<file path="config.mk">
export PLATFORM = sky130hd
export DESIGN_NAME = sfp_link_supervisor
export DESIGN_NICKNAME = d
export VERILOG_FILES = /design/src/rtl/sfp_link_pkg.sv /design/src/rtl/sfp_sync_bits.sv /design/src/rtl/sfp_link_supervisor.sv
export SDC_FILE = /design/constraint.sdc
export NUM_CORES = 1
export LEC_CHECK = 0
export ABC_AREA = 1
export CORE_MARGIN = 2
export CORE_UTILIZATION = 35
export CTS_CLUSTER_SIZE = 14
export DETAILED_ROUTE_END_ITERATION = 8
export PLACE_DENSITY = 0.56
export SLEW_MARGIN = 20
export SYNTH_ARGS = -nofsm -noshare
export SYNTH_HDL_FRONTEND = slang
export SYNTH_SLANG_ARGS = --single-unit
export TNS_END_PERCENT = 5
</file>
<file path="constraint.sdc">
create_clock -name sysclk_100m -period 2.5 [get_ports sysclk_100m]
set_clock_uncertainty 0.05 [all_clocks]
set_input_delay 0.5 -clock sysclk_100m [delete_from_list [all_inputs] [get_ports sysclk_100m]]
set_output_delay 0.5 -clock sysclk_100m [all_outputs]
set_load 0.01 [all_outputs]
</file>
<file path="src/rtl/sfp_link_pkg.sv">
// Shared types and constants for the SFP link supervisor.
// Latency: n/a (package only).
// Backpressure: n/a (package only).
package sfp_link_pkg;

    typedef enum logic [1:0] {
        RESET = 2'd0,
        WAIT  = 2'd1,
        UP    = 2'd2,
        FAULT = 2'd3
    } sup_state_t;

    localparam int STAT_W  = 16;
    localparam int RETRY_W = 8;

    // Width of a counter that runs 0..n-1, never narrower than one bit.
    function automatic int cnt_w(input int n);
        return (n > 1) ? $clog2(n) : 1;
    endfunction

endpackage

</file>
<file path="src/rtl/sfp_sync_bits.sv">
// Two-flop synchronizer for a bundle of independent asynchronous status bits.
// Latency: 2 cycles from input edge to o_sync.
// Backpressure: none; free-running, every bit sampled each cycle.
//
// Ports:
//   i_clk    destination clock
//   i_rst_n  asynchronous active-low reset, flops clear to 0
//   i_async  asynchronous input bits
//   o_sync   synchronised copy of i_async
module sfp_sync_bits #(
    parameter int WIDTH = 1
) (
    input  logic             i_clk,
    input  logic             i_rst_n,
    input  logic [WIDTH-1:0] i_async,
    output logic [WIDTH-1:0] o_sync
);

    logic [WIDTH-1:0] r_meta;
    logic [WIDTH-1:0] r_sync;

    always_ff @(posedge i_clk or negedge i_rst_n) begin
        if (!i_rst_n) begin
            r_meta <= '0;
            r_sync <= '0;
        end else begin
            r_meta <= i_async;
            r_sync <= r_meta;
        end
    end

    assign o_sync = r_sync;

endmodule

</file>
<file path="src/rtl/sfp_link_supervisor.sv">
// Supervises N SFP PCS/PMA channels: link-up sync, user reset with bounded retries, fault latch, status LEDs.
// Latency: link_up_in edge -> sleds/FSM outputs in 3 cycles; all outputs registered.
// Backpressure: none; status inputs sampled every cycle, fault_clear is a one-cycle pulse honoured only in FAULT.
//
// Ports:
//   sysclk_100m       system clock (only clock)
//   sys_reset_n       asynchronous active-low reset
//   link_up_in        per-channel link status, asynchronous
//   chan_enable       channels taking part in supervision
//   fault_clear       pulse that leaves FAULT and restarts the reset sequence
//   user_reset_out    active-high reset to the PCS/PMA cores
//   sleds             per-link LEDs, heartbeat LED, fault LED
//   all_links_up      every enabled channel up and FSM in UP
//   supervisor_fault  retries exhausted
//   retry_count       resets reissued since the last UP
// Optional build macro SFP_LINK_SUPERVISOR_STATS_EN adds:
//   stats_clear       zeroes all link-drop counters (wins over a same-cycle increment)
//   link_drop_count   per-channel saturating 16-bit count of eff 1->0 transitions
module sfp_link_supervisor
    import sfp_link_pkg::*;
#(
    parameter int SFP_COUNT           = 2,
    parameter int LED_COUNT           = 4,
    parameter int LINK_TIMEOUT_CYCLES = 50_000_000,
    parameter int RESET_PULSE_CYCLES  = 16,
    parameter int MAX_RETRIES         = 7,
    parameter int BLINK_CYCLES        = 25_000_000
) (
    input  logic                 sysclk_100m,
    input  logic                 sys_reset_n,
    input  logic [SFP_COUNT-1:0] link_up_in,
    input  logic [SFP_COUNT-1:0] chan_enable,
    input  logic                 fault_clear,
    output logic                 user_reset_out,
    output logic [LED_COUNT-1:0] sleds,
    output logic                 all_links_up,
    output logic                 supervisor_fault,
    output logic [RETRY_W-1:0]   retry_count
`ifdef SFP_LINK_SUPERVISOR_STATS_EN
    ,
    input  logic                        stats_clear,
    output logic [SFP_COUNT*STAT_W-1:0] link_drop_count
`endif
);

    localparam int TO_W = cnt_w(LINK_TIMEOUT_CYCLES);
    localparam int PU_W = cnt_w(RESET_PULSE_CYCLES);
    localparam int BL_W = cnt_w(BLINK_CYCLES);

    localparam logic [TO_W-1:0]    TO_LAST   = TO_W'(LINK_TIMEOUT_CYCLES - 1);
    localparam logic [PU_W-1:0]    PU_LAST   = PU_W'(RESET_PULSE_CYCLES - 1);
    localparam logic [BL_W-1:0]    BL_LAST   = BL_W'(BLINK_CYCLES - 1);
    localparam logic [RETRY_W-1:0] RETRY_MAX = RETRY_W'(MAX_RETRIES);

    logic [SFP_COUNT-1:0] w_link_s;
    logic [SFP_COUNT-1:0] w_eff;
    logic                 w_all_en_up;

    sup_state_t           r_state;
    sup_state_t           w_state_nxt;
    logic [PU_W-1:0]      r_pulse_cnt;
    logic [PU_W-1:0]      w_pulse_nxt;
    logic [TO_W-1:0]      r_to_cnt;
    logic [TO_W-1:0]      w_to_nxt;
    logic [RETRY_W-1:0]   r_retry;
    logic [RETRY_W-1:0]   w_retry_nxt;

    logic [BL_W-1:0]      r_blink_cnt;
    logic [BL_W-1:0]      w_blink_nxt;
    logic                 r_hb;
    logic                 w_hb_nxt;

    logic                 w_rst_nxt;
    logic                 w_up_nxt;
    logic                 w_fault_nxt;
    logic [LED_COUNT-1:0] w_sleds_nxt;

    logic                 r_user_reset;
    logic                 r_all_up;
    logic                 r_fault;
    logic [LED_COUNT-1:0] r_sleds;

    sfp_sync_bits #(
        .WIDTH (SFP_COUNT)
    ) u_link_sync (
        .i_clk   (sysclk_100m),
        .i_rst_n (sys_reset_n),
        .i_async (link_up_in),
        .o_sync  (w_link_s)
    );

    assign w_eff       = w_link_s & chan_enable;
    assign w_all_en_up = (chan_enable != '0) && (w_eff == chan_enable);

    // State register, including the counters owned by the FSM.
    always_ff @(posedge sysclk_100m or negedge sys_reset_n) begin
        if (!sys_reset_n) begin
            r_state     <= RESET;
            r_pulse_cnt <= '0;
            r_to_cnt    <= '0;
            r_retry     <= '0;
        end else begin
            r_state     <= w_state_nxt;
            r_pulse_cnt <= w_pulse_nxt;
            r_to_cnt    <= w_to_nxt;
            r_retry     <= w_retry_nxt;
        end
    end

    // Next-state logic.
    always_comb begin
        w_state_nxt = r_state;
        w_pulse_nxt = r_pulse_cnt;
        w_to_nxt    = r_to_cnt;
        w_retry_nxt = r_retry;
        case (r_state)
            RESET: begin
                if (r_pulse_cnt == PU_LAST) begin
                    w_state_nxt = WAIT;
                    w_pulse_nxt = '0;
                    w_to_nxt    = '0;
                end else begin
                    w_pulse_nxt = r_pulse_cnt + 1'b1;
                end
            end
            WAIT: begin
                // Link-up is checked before the timeout so a coincident
                // timeout never throws away a link that just came up.
                if (w_all_en_up) begin
                    w_state_nxt = UP;
                    w_retry_nxt = '0;
                    w_to_nxt    = '0;
                end else if (chan_enable == '0) begin
                    w_to_nxt = '0;
                end else if (r_to_cnt == TO_LAST) begin
                    w_to_nxt = '0;
                    if (r_retry == RETRY_MAX) begin
                        w_state_nxt = FAULT;
                    end else begin
                        w_state_nxt = RESET;
                        w_pulse_nxt = '0;
                        w_retry_nxt = r_retry + 1'b1;
                    end
                end else begin
                    w_to_nxt = r_to_cnt + 1'b1;
                end
            end
            UP: begin
                // A dropped link only restarts the timeout; the reset is
                // reissued later if the link does not recover in time.
                if (!w_all_en_up) begin
                    w_state_nxt = WAIT;
                    w_to_nxt    = '0;
                end
            end
            FAULT: begin
                if (fault_clear) begin
                    w_state_nxt = RESET;
                    w_pulse_nxt = '0;
                    w_retry_nxt = '0;
                end
            end
            default: begin
                w_state_nxt = RESET;
                w_pulse_nxt = '0;
            end
        endcase
    end

    // Output decode from the next state, so the registered outputs line
    // up with the state register instead of trailing it by a cycle.
    always_comb begin
        w_rst_nxt   = (w_state_nxt == RESET);
        w_up_nxt    = (w_state_nxt == UP);
        w_fault_nxt = (w_state_nxt == FAULT);
    end

    // Heartbeat: free-running toggle, held dark while faulted.
    always_comb begin
        w_blink_nxt = r_blink_cnt;
        w_hb_nxt    = r_hb;
        if (w_fault_nxt) begin
            w_blink_nxt = '0;
            w_hb_nxt    = 1'b0;
        end else if (r_blink_cnt == BL_LAST) begin
            w_blink_nxt = '0;
            w_hb_nxt    = ~r_hb;
        end else begin
            w_blink_nxt = r_blink_cnt + 1'b1;
        end
    end

    // LED map; generate-if keeps out-of-range indices from ever elaborating
    // when LED_COUNT and SFP_COUNT differ.
    for (genvar g = 0; g < LED_COUNT; g++) begin : g_led
        if (g < SFP_COUNT) begin : g_link
            assign w_sleds_nxt[g] = w_eff[g];
        end else if (g == SFP_COUNT) begin : g_hb
            assign w_sleds_nxt[g] = w_hb_nxt;
        end else if (g == LED_COUNT - 1) begin : g_fault
            assign w_sleds_nxt[g] = w_fault_nxt;
        end else begin : g_off
            assign w_sleds_nxt[g] = 1'b0;
        end
    end

    always_ff @(posedge sysclk_100m or negedge sys_reset_n) begin
        if (!sys_reset_n) begin
            r_user_reset <= 1'b1;
            r_all_up     <= 1'b0;
            r_fault      <= 1'b0;
            r_sleds      <= '0;
            r_blink_cnt  <= '0;
            r_hb         <= 1'b0;
        end else begin
            r_user_reset <= w_rst_nxt;
            r_all_up     <= w_up_nxt;
            r_fault      <= w_fault_nxt;
            r_sleds      <= w_sleds_nxt;
            r_blink_cnt  <= w_blink_nxt;
            r_hb         <= w_hb_nxt;
        end
    end

    assign user_reset_out   = r_user_reset;
    assign all_links_up     = r_all_up;
    assign supervisor_fault = r_fault;
    assign sleds            = r_sleds;
    assign retry_count      = r_retry;

`ifdef SFP_LINK_SUPERVISOR_STATS_EN
    logic [SFP_COUNT-1:0] r_eff_prev;
    logic [STAT_W-1:0]    r_drop_cnt [SFP_COUNT];

    always_ff @(posedge sysclk_100m or negedge sys_reset_n) begin
        if (!sys_reset_n) begin
            r_eff_prev <= '0;
            for (int i = 0; i < SFP_COUNT; i++) begin
                r_drop_cnt[i] <= '0;
            end
        end else begin
            r_eff_prev <= w_eff;
            for (int i = 0; i < SFP_COUNT; i++) begin
                if (stats_clear) begin
                    r_drop_cnt[i] <= '0;
                end else if (r_eff_prev[i] && !w_eff[i] && (r_drop_cnt[i] != '1)) begin
                    r_drop_cnt[i] <= r_drop_cnt[i] + 1'b1;
                end
            end
        end
    end

    for (genvar g = 0; g < SFP_COUNT; g++) begin : g_stat
        assign link_drop_count[g*STAT_W +: STAT_W] = r_drop_cnt[g];
    end
`endif

endmodule

</file>
Word-level counts from Yosys, hierarchy flattened --
Index checks and enable logic that the tools add are counted.
Storage, ports and cells: register bits 77, output and inout port bits 15, logic and storage cells 80, input bits 7
Cells by class: $add $sub $neg 4, mux-type cells 31, bitwise gates (word level) 2, reduce and logical (&&, ||, !) cells 11, equal/unequal tests 20
Operator list (number):
- 26-bit two-way mux | 5
- 26-bit case mux with 3 select lines | 1
- 25-bit two-way mux | 2
- 8-bit two-way mux | 5
- 26-bit by 1-bit adder with 26-bit output (second input constant) | 1
- 26-bit equality test (second input constant) | 1
- 25-bit by 1-bit adder with 25-bit output (second input constant) | 1
- 25-bit equality test (second input constant) | 1
- 4-bit two-way mux | 6
- 8-bit case mux with 2 select lines | 1
- 2-bit two-way mux | 7
- 2-bit inequality test (second input constant) | 7
- 4-bit case mux with 3 select lines | 1
- 3-bit inequality test (second input constant) | 3
- 8-bit by 1-bit adder with 8-bit output (second input constant) | 1
- 2-bit equality test (second input constant) | 4
- 8-bit by 3-bit equality test with 1-bit output (second input constant) | 1
- 2-bit case mux with 4 select lines | 1
- 2-bit zero test | 3
- 6-bit AND reduction | 1
- 3-bit nonzero test | 2
- 5-bit AND reduction | 1
- 4-bit by 1-bit adder with 4-bit output (second input constant) | 1
- 4-bit equality test (second input constant) | 1
- 8 further kinds | 10

Logic depth before layout (Yosys ltp) --
Gate-level depths: netlist (run 1).
depth after elaboration 8, gate-level depth with buffers 14, mapped depth without buffers 13

Modules after synthesis --
From an unflattened synthesis (run 1), not the netlist that was laid out.
Second synthesis, totals: cells, all modules 606, area, all modules 4506.8 µm²
By module, submodules not included:
- sfp_link_supervisor | seq. area each 1778.0 µm², cells each 602, area an instance 4406.7 µm², times used 1
- sfp_sync_bits | seq. area each 100.1 µm², cells each 4, area an instance 100.1 µm², times used 1

Least setup slack after synthesis (run 1) --
Ideal clock, no wire load.
path type register -> register, start point reg r_to_cnt[1], end point reg r_blink_cnt[14], stages on the path, launching flop included 14, arrival 1.666 ns, buffers on the path 1, period minus slack after synthesis 1.838 ns, setup time 0.122 ns, data required time 2.328 ns, setup slack 0.662 ns, cell sequence dfrtp_1 > ha_1 > nand3_2 > nor2_4 > nand3_2 > nor2_2 > nand2_1 > nand2_1 > nand3_1 > nand2_1 > nand2_2 > nor2_8 > buf_8 > nor2_2
Between the ends: longest elaborated chain between the ends 7
RTL lines:
- from (decl) | RTL line sfp_link_supervisor.sv:63 | logic [TO_W-1:0] r_to_cnt;
- from (signal assigned) | RTL line sfp_link_supervisor.sv:105 | r_to_cnt <= w_to_nxt;
- 26-bit equality test | RTL line sfp_link_supervisor.sv:135 | end else if (r_to_cnt == TO_LAST) begin
- 2-bit two-way mux | RTL line sfp_link_supervisor.sv:135
- 2-bit two-way mux | RTL line sfp_link_supervisor.sv:133 | end else if (chan_enable == '0) begin
- 2-bit two-way mux | RTL line sfp_link_supervisor.sv:129 | if (w_all_en_up) begin
- 2-bit case mux with 4 select lines | RTL line sfp_link_supervisor.sv:116 | case (r_state)
- 2-bit equality test | RTL line sfp_link_supervisor.sv:175 | w_fault_nxt = (w_state_nxt == FAULT);
- 25-bit two-way mux | RTL line sfp_link_supervisor.sv:182 | if (w_fault_nxt) begin
- net w_blink_nxt[14] | RTL line sfp_link_supervisor.sv:69 | logic [BL_W-1:0] w_blink_nxt;
- to (signal assigned) | RTL line sfp_link_supervisor.sv:220 | r_blink_cnt <= w_blink_nxt;
- to (decl) | RTL line sfp_link_supervisor.sv:68 | logic [BL_W-1:0] r_blink_cnt;
The timed path passes the listed nets, and every way through them passes these cells. A chain may end at the register's enable or synchronous reset.

Worst setup path in the final report (run 1) --
start point reg r_to_cnt[1], end point reg r_blink_cnt[3]
The elaborated chain is that of the path after synthesis.

==> qor.yml, run 1 <==
global_routing:
  grt_pass1_vias: 3582
  antenna_found_initial: 0
  grt_max_degree: 33
  grt_pass1_wl_um: 17000
  globalRouteOverflowTotal: 0
  groute.usage.overall: 0.161
timing:
  hold_viol: 0
  fin_crit_sh: 0.871
  finalMaxSlewViolations: 0
  maxSlewHeadroom: 0.716
  fin_tns_setup_ps: 0
  rsz0062_at_grt: "false"
  clock.fmax_ghz: 0.459
  setup_viol: 0
  tightest_slew_ps: 426
  period_needed_ps: 2180
place:
  dp_hpwl_um: 7110
  io_buffer_count: 21
  dp.cells: 763
  place_congestion: 0.875
clock_network:
  hold_buffers: 0
  cts.reportedPaths.clkPinSlew_ps: 60
  clk_latency_ps: 340
  cts_buffer_depth: 2
  htreeDepth: 3
  cts.sinks: 75
  post_cts_buffers: 0
  root_buffer: "clkbuf_16"
  cts_tree: "built"
  cts_resized: 0
  cts_made_buffers: 9
status:
  status: "completed"
power:
  peakVddDrop_v: 0.000670
  powerDensity_mw_per_mm2: 873
  power.leakage_nw: 2.27
finish:
  nets: 623
  antennaDiodeCount: 0
  fillCellCount: 1238
  seqCellArea_sq_mm: 0.00188
  area_growth_pct: 18.5
  finalNonFillerCells: 779
  multiInputGateArea_sq_mm: 0.00212
  final_layout_size_suffix_gt1_frac: 0.106
critical_path:
  endpoint_kind: "flop"
  worstPathArrival_ps: 2340
  crit_required_ps: 2670
  crit_fanout: 27
  rr_worst_depth: 13
  startpoint_type: "flop"
  crit_type: "reg2reg"
floorplanning:
  die_w_um: 116
  initial_core_util: 0.361
  dieArea_sq_mm: 0.0133
  coreArea_sq_mm: 0.0121
  die_h_um: 116
  num_rows: 40
  io_pins: 22
synth:
  synth_top_area_cell: "dfrtp_1"
  netlist.area_leader.share: 0.426
  yosysMostFrequentCell: "nand2_1"
  synth_area_leaders: "dfrtp_1 (43%), nand2_1 (9.8%), nor2_1 (6.8%)"
  synth_commonest_cells: "nand2_1 (114), nor2_1 (79), dfrtp_1 (74), inv_1 (74), nand3_1 (43)"
  yosysUniqueCellTypes: 33
  synth-seq-cells: 75
  synth-seq-area-share: 0.432
  synth_fp_nets: 587
  synth_cells: 570
  synthFlopType: "dfrtp_1"
  syn_area_sq_mm: 0.00435
  ys_async_sr_fraction: 1.00
  yosys_warnings: 0
  synth_edf_count: 0
  postSynthAreaPerCell_sq_um: 7.63
job:
  maxCapViolations: 0
worst_hold_path:
  worstHoldPathType: "in2async"
routing:
  drt_pre_antenna_iters: 4
  wire_per_inst_um: 12.3
  via_per_inst: 4.81
  remaining_drc_errors: 0
  dr_wl_met2_um: 4260
  wl_met1_um: 4810
  drt_wl_total_um: 9570
  route.met3.wl_um: 331
  top_layer_used: "met4"
  dr_total_vias: 3750
  antenna_left: 0
  drt_iter0_markers: 207
[worst max-delay path, stage by stage (launching register included)]
cell and delay [ps]:
dfrtp_1 370, ha_1 210, nand3_2 130, nor2_4 160
nand3_2 80, nor2_2 200, nand2_1 100, nand2_1 70
nand3_1 70, nand2_1 90, nand2_2 110, nor2_8 130
buf_12 210, nor2_1 60
[layout by cell type, fill, tap and decap left out, types with 3 or more instances in the layout]
cell type,instances
nand3b_1,3
nor2_1,79
a21oi_1,20
or2_2,4
o21ai_0,20
clkdlybuf4s50_1,20
buf_12,3
dfrtp_1,74
nand3_1,43
buf_4,11
nor2_2,23
nand2_1,114
xor2_1,17
xnor2_1,6
inv_1,74
nand4_1,26
nor4_1,5
clkbuf_16,9
o21bai_1,3
ha_1,10
nor3_1,23
[per-stage QoR]
step                 util  instance area [sq um]  hold WS, ps  power, mW  worst slack [ps]
finish              0.427                   5160         52.1       4.50               323
CTS                 0.427                   5160         58.3       4.57               326
global route        0.427                   5160         77.1       4.84               156
global placement    0.401                   4840          291       3.10               108
floorplan               -                   4350          154       2.60               662
detailed placement  0.401                   4840          292       3.14              52.4
[logic make-up (layout without fill, tap and decap cells)]
group,count (synthesis),count (layout),synth area share
buf+inv,85,126,0.0814
simple gates,329,329,0.350
flops,75,75,0.432
xor+xnor,23,23,0.0463
compound gates,48,48,0.0615
fa+ha+maj,10,10,0.0288
[registers in the layout, indices dropped and copies added, names as in the netlist]
name / count
r_blink_cnt: 25
user_reset_out: 1
supervisor_fault: 1
u_link_sync.r_meta: 2
retry_count: 8
r_to_cnt: 26
r_state: 2
u_link_sync.o_sync: 2
sleds: 3
all_links_up: 1
r_pulse_cnt: 4
[final cells by class]
class / count / area share
sequential: 75 / 0.364
tap: 168 / 0.0408
clock inverter: 4 / 0.0143
inverter: 76 / 0.0553
multi-input combinational: 410 / 0.411
clock buffer: 12 / 0.0478
timing repair buffer: 34 / 0.0665
[where the power goes]
group / internal, mW / switching (mW)
clock network: 0.904 / 0.499
logic: 0.595 / 1.01
registers: 1.37 / 0.125
total: 2.87 / 1.64
[path summary, 6_finish.rpt]
check,start,end,slack (ps)
setup / recovery,r_to_cnt[1],r_blink_cnt[3],320
hold / removal,sys_reset_n,retry_count[1],50
setup reg to reg,r_to_cnt[1],r_blink_cnt[3],320
hold reg to reg,u_link_sync.r_meta[1],u_link_sync.o_sync[1],300
max in group asynchronous,sys_reset_n,r_to_cnt[16],1770
min in group sysclk_100m,u_link_sync.r_meta[1],u_link_sync.o_sync[1],300
[per-layer routing]
layer | vias up | global-route usage
li1 | 1908 | -
met1 | 1771 | 0.226
met2 | 58 | 0.237
met3 | 13 | 0.0397
met4 | 0 | 0.0643
met5 | - | 0
Power figures use the tool's default switching activity.
==> run 2: changes to the inputs <==
Settings changed: SETUP_SLACK_MARGIN from default to 0.02.
==> results of run 2 <==
Same layout as run 1: the final DEF is identical, and so are final timing and power.
==> run 3: changes to the inputs <==
Settings changed: GPL_TIMING_DRIVEN from default to 0.
Clock period 2.5 ns to 2.6 ns, I/O delays scaled along.
==> run 3 against run 2 <==
Sequential share of layout area increased by 0.60 points. Die area unchanged. Routed wire length increased by 1.6%. Hold slack improved by 16 ps. Via count decreased by 0.21%.
==> qor.yml, run 3 (same netlist as run 1, synthesis figures left out) <==
global_routing:
  grt_pass1_wl_um: 17000  # about the same
  globalRouteOverflowTotal: 0  # unchanged
  antenna_found_initial: 0  # unchanged
  grt_max_degree: 44  # was 33
  grt_pass1_vias: 3716  # was 3,582
  groute.usage.overall: 0.158  # was 0.161
floorplanning:
  dieArea_sq_mm: 0.0133  # unchanged
  die_h_um: 116  # unchanged
  num_rows: 40  # unchanged
  coreArea_sq_mm: 0.0121  # unchanged
  die_w_um: 116  # unchanged
  io_pins: 22  # unchanged
  initial_core_util: 0.361  # unchanged
routing:
  dr_total_vias: 3742  # was 3,750
  wire_per_inst_um: 12.5  # was 12.3 um
  drt_pre_antenna_iters: 5  # was 4
  antenna_left: 0  # unchanged
  dr_wl_met2_um: 4400  # was 4260 um
  top_layer_used: "met4"  # unchanged
  wl_met1_um: 4780  # was 4810 um
  drt_wl_total_um: 9730  # was 9570 um
  via_per_inst: 4.82  # was 4.81
  remaining_drc_errors: 0  # unchanged
  drt_iter0_markers: 231  # was 207
  route.met3.wl_um: 383  # was 331 um
place:
  dp_worst_setup_slack_ps: -268  # was 52.4 ps
  dp_hpwl_um: 7160  # was 7110 um
  place_congestion: 0.909  # was 0.875
  io_buffer_count: 21  # unchanged
clock_network:
  cts_buffer_depth: 2  # unchanged
  cts.reportedPaths.clkPinSlew_ps: 60  # about the same
  htreeDepth: 3  # unchanged
  cts.sinks: 75  # unchanged
  post_cts_buffers: 0  # unchanged
  cts_made_buffers: 9  # unchanged
  cts_tree: "built"  # unchanged
  clk_latency_ps: 340  # about the same
  hold_buffers: 0  # unchanged
  root_buffer: "clkbuf_16"  # unchanged
critical_path:
  startpoint_type: "primary input"  # was flop
  crit_required_ps: 2810  # was 2670 ps
  worstPathArrival_ps: 2640  # was 2340 ps
  crit_path_frequent_cell: "nand2_1"  # unchanged
  critPathCapture: "r_to_cnt[6]"  # was r_blink_cnt[3]
  critPathSlowestCell: "clkdlybuf4s50_1"  # was dfrtp_1
  rr_worst_depth: 9  # was 13
  ff2ff_setup_slack_ps: 250  # was 320 ps
  critPathLaunch: "chan_enable[1]"  # was r_to_cnt[1]
  crit_buf_inv: 4  # was 1
  cp_num_cells: 10  # was 13
  worstPathCellList: "clkdlybuf4s50_1 > nand2_1 > a21oi_4 > nand2_1 > nand2_2 > inv_2 > nand2_1 > inv_2 > buf_2 > nor2_1"  # was ha_1 > nand3_2 > nor2_4 > nand3_2 > nor2_2 > nand2_1 > nand2_1 > nand3_1 > nand2_1 > nand2_2 > nor2_8 > buf_12 > nor2_1
  cp_top_family: "buffers and inverters"  # was simple AND/OR/NAND/NOR gates
  endpoint_kind: "flop"  # unchanged
  crit_fanout: 10  # was 27
  reg2reg_from: "r_blink_cnt[0]"  # was r_to_cnt[1]
  worstReg2RegEnd: "r_blink_cnt[16]"  # was r_blink_cnt[3]
  crit_type: "in2reg"  # was reg2reg
  slowest_delay_ps: 500  # was 370 ps
timing:
  fin_tns_setup_ps: 0  # unchanged
  clock.fmax_ghz: 0.412
  fin_crit_sh: 0.933
  tightest_slew_ps: 518  # was 426 ps
  period_needed_ps: 2430
  rsz0062_at_grt: "false"  # unchanged
  setup_viol: 0  # unchanged
  maxSlewHeadroom: 0.654  # was 0.716
  hold_viol: 0  # unchanged
  finalMaxSlewViolations: 0  # unchanged
  fin_ws_ps: 174  # was 323 ps
finish:
  nets: 620  # was 623
  utilization: 0.421  # was 0.427
  mostFrequentLayoutCell: "nand2_1"  # unchanged
  top_register: "r_to_cnt"  # unchanged
  final_layout_size_suffix_gt1_frac: 0.0987  # was 0.106
  antennaDiodeCount: 0  # unchanged
  final_cell_mix: "nand2_1 (113), nor2_1 (79), inv_1 (74), dfrtp_1 (74), nand3_1 (43)"  # was nand2_1 (114), nor2_1 (79), inv_1 (74), dfrtp_1 (74), nand3_1 (43)
  largest_reg_flops: 26  # unchanged
  area_growth_pct: 16.6  # was 18.5%
power:
  power_frac_seq: 0.343  # was 0.331
  swShare: 0.386  # was 0.364
  p_int_mw: 2.56  # was 2.87 mW
  p_switching_mw: 1.61  # was 1.64 mW
  p_clk_frac: 0.292  # was 0.311
  powerDensity_mw_per_mm2: 822  # was 873 mW/mm^2
  power.leakage_nw: 2.23  # was 2.27 nW
  peakVddDrop_v: 0.000481  # was 0.000670 V
  combPwrFrac: 0.365  # was 0.357
  fin_total_pwr_mw: 4.17  # was 4.50 mW
job:
  maxCapViolations: 0  # unchanged
worst_hold_path:
  worstHoldPathType: "in2async"  # unchanged
status:
  status: "completed"  # unchanged
run 3: changes by cell type in the layout (fill, tap and decap cells not counted), sizes merged:
cell,delta
buf,-4
clkbuf,+2
bufinv,-1
clkinv,+1
inv,-1
run 3: worst register-to-register path, stage by stage, from the launching register on:
cell	delay (ps)
dfrtp_1	370
ha_1	190
nand2_1	70
nor2_2	240
inv_1	110
nor4_1	200
nand4_1	370
clkbuf_1	370
o21ai_0	190
nor2_2	60
run 3: worst min path at each step:
stage	startpoint	endpoint	slack, ps	depth (start not counted)
finish	sys_reset_n	retry_count[0]	70	1
global route	sys_reset_n	retry_count[0]	100	1
CTS	sys_reset_n	retry_count[0]	90	1
detailed placement	u_link_sync.r_meta[0]	u_link_sync.o_sync[0]	290	0
global placement	u_link_sync.r_meta[0]	u_link_sync.o_sync[0]	290	0
floorplan	sys_reset_n	all_links_up	170	0
run 3: per-layer routing:
layer  vias to the layer above  track usage
li1                       1906            -
met1                      1752        0.215
met2                        71        0.247
met3                        13       0.0314
met4                         0       0.0659
met5                         -            0
run 3: repair_timing:
item | in CTS | in global routing
endpoints found under the hold margin | 0 | 0
resized for setup | 0 | 1
endpoints found under the setup margin | 0 | 12
run 3: per-stage QoR:
stage	hold slack, ps	cells	area (sq um)
floorplan	174	570	4350
global placement	288	759	4770
detailed placement	288	760	4790
CTS	86.2	776	5070
global route	104	776	5070
finish	67.8	776	5070
run 3: layout make-up:
class	instances	area, sq um
fillers	1223	6990
multi-input cells	410	2120
flip-flops and latches	75	1880
inverters	76	285
clock buffers	13	240
repair buffers	22	228
well taps	168	210
plain buffers	9	68.8
clock inverters	3	40.0
run 3: power by group through the flow:
stage	clock, mW	combinational (mW)	sequential [mW]
2_1_floorplan	0	1.05	1.45
4_1_cts	1.25	1.52	1.43
5_1_grt	1.30	1.72	1.45
3_5_place_dp	0	1.51	1.45
3_3_place_gp	0	1.49	1.45
6_report	1.22	1.52	1.43
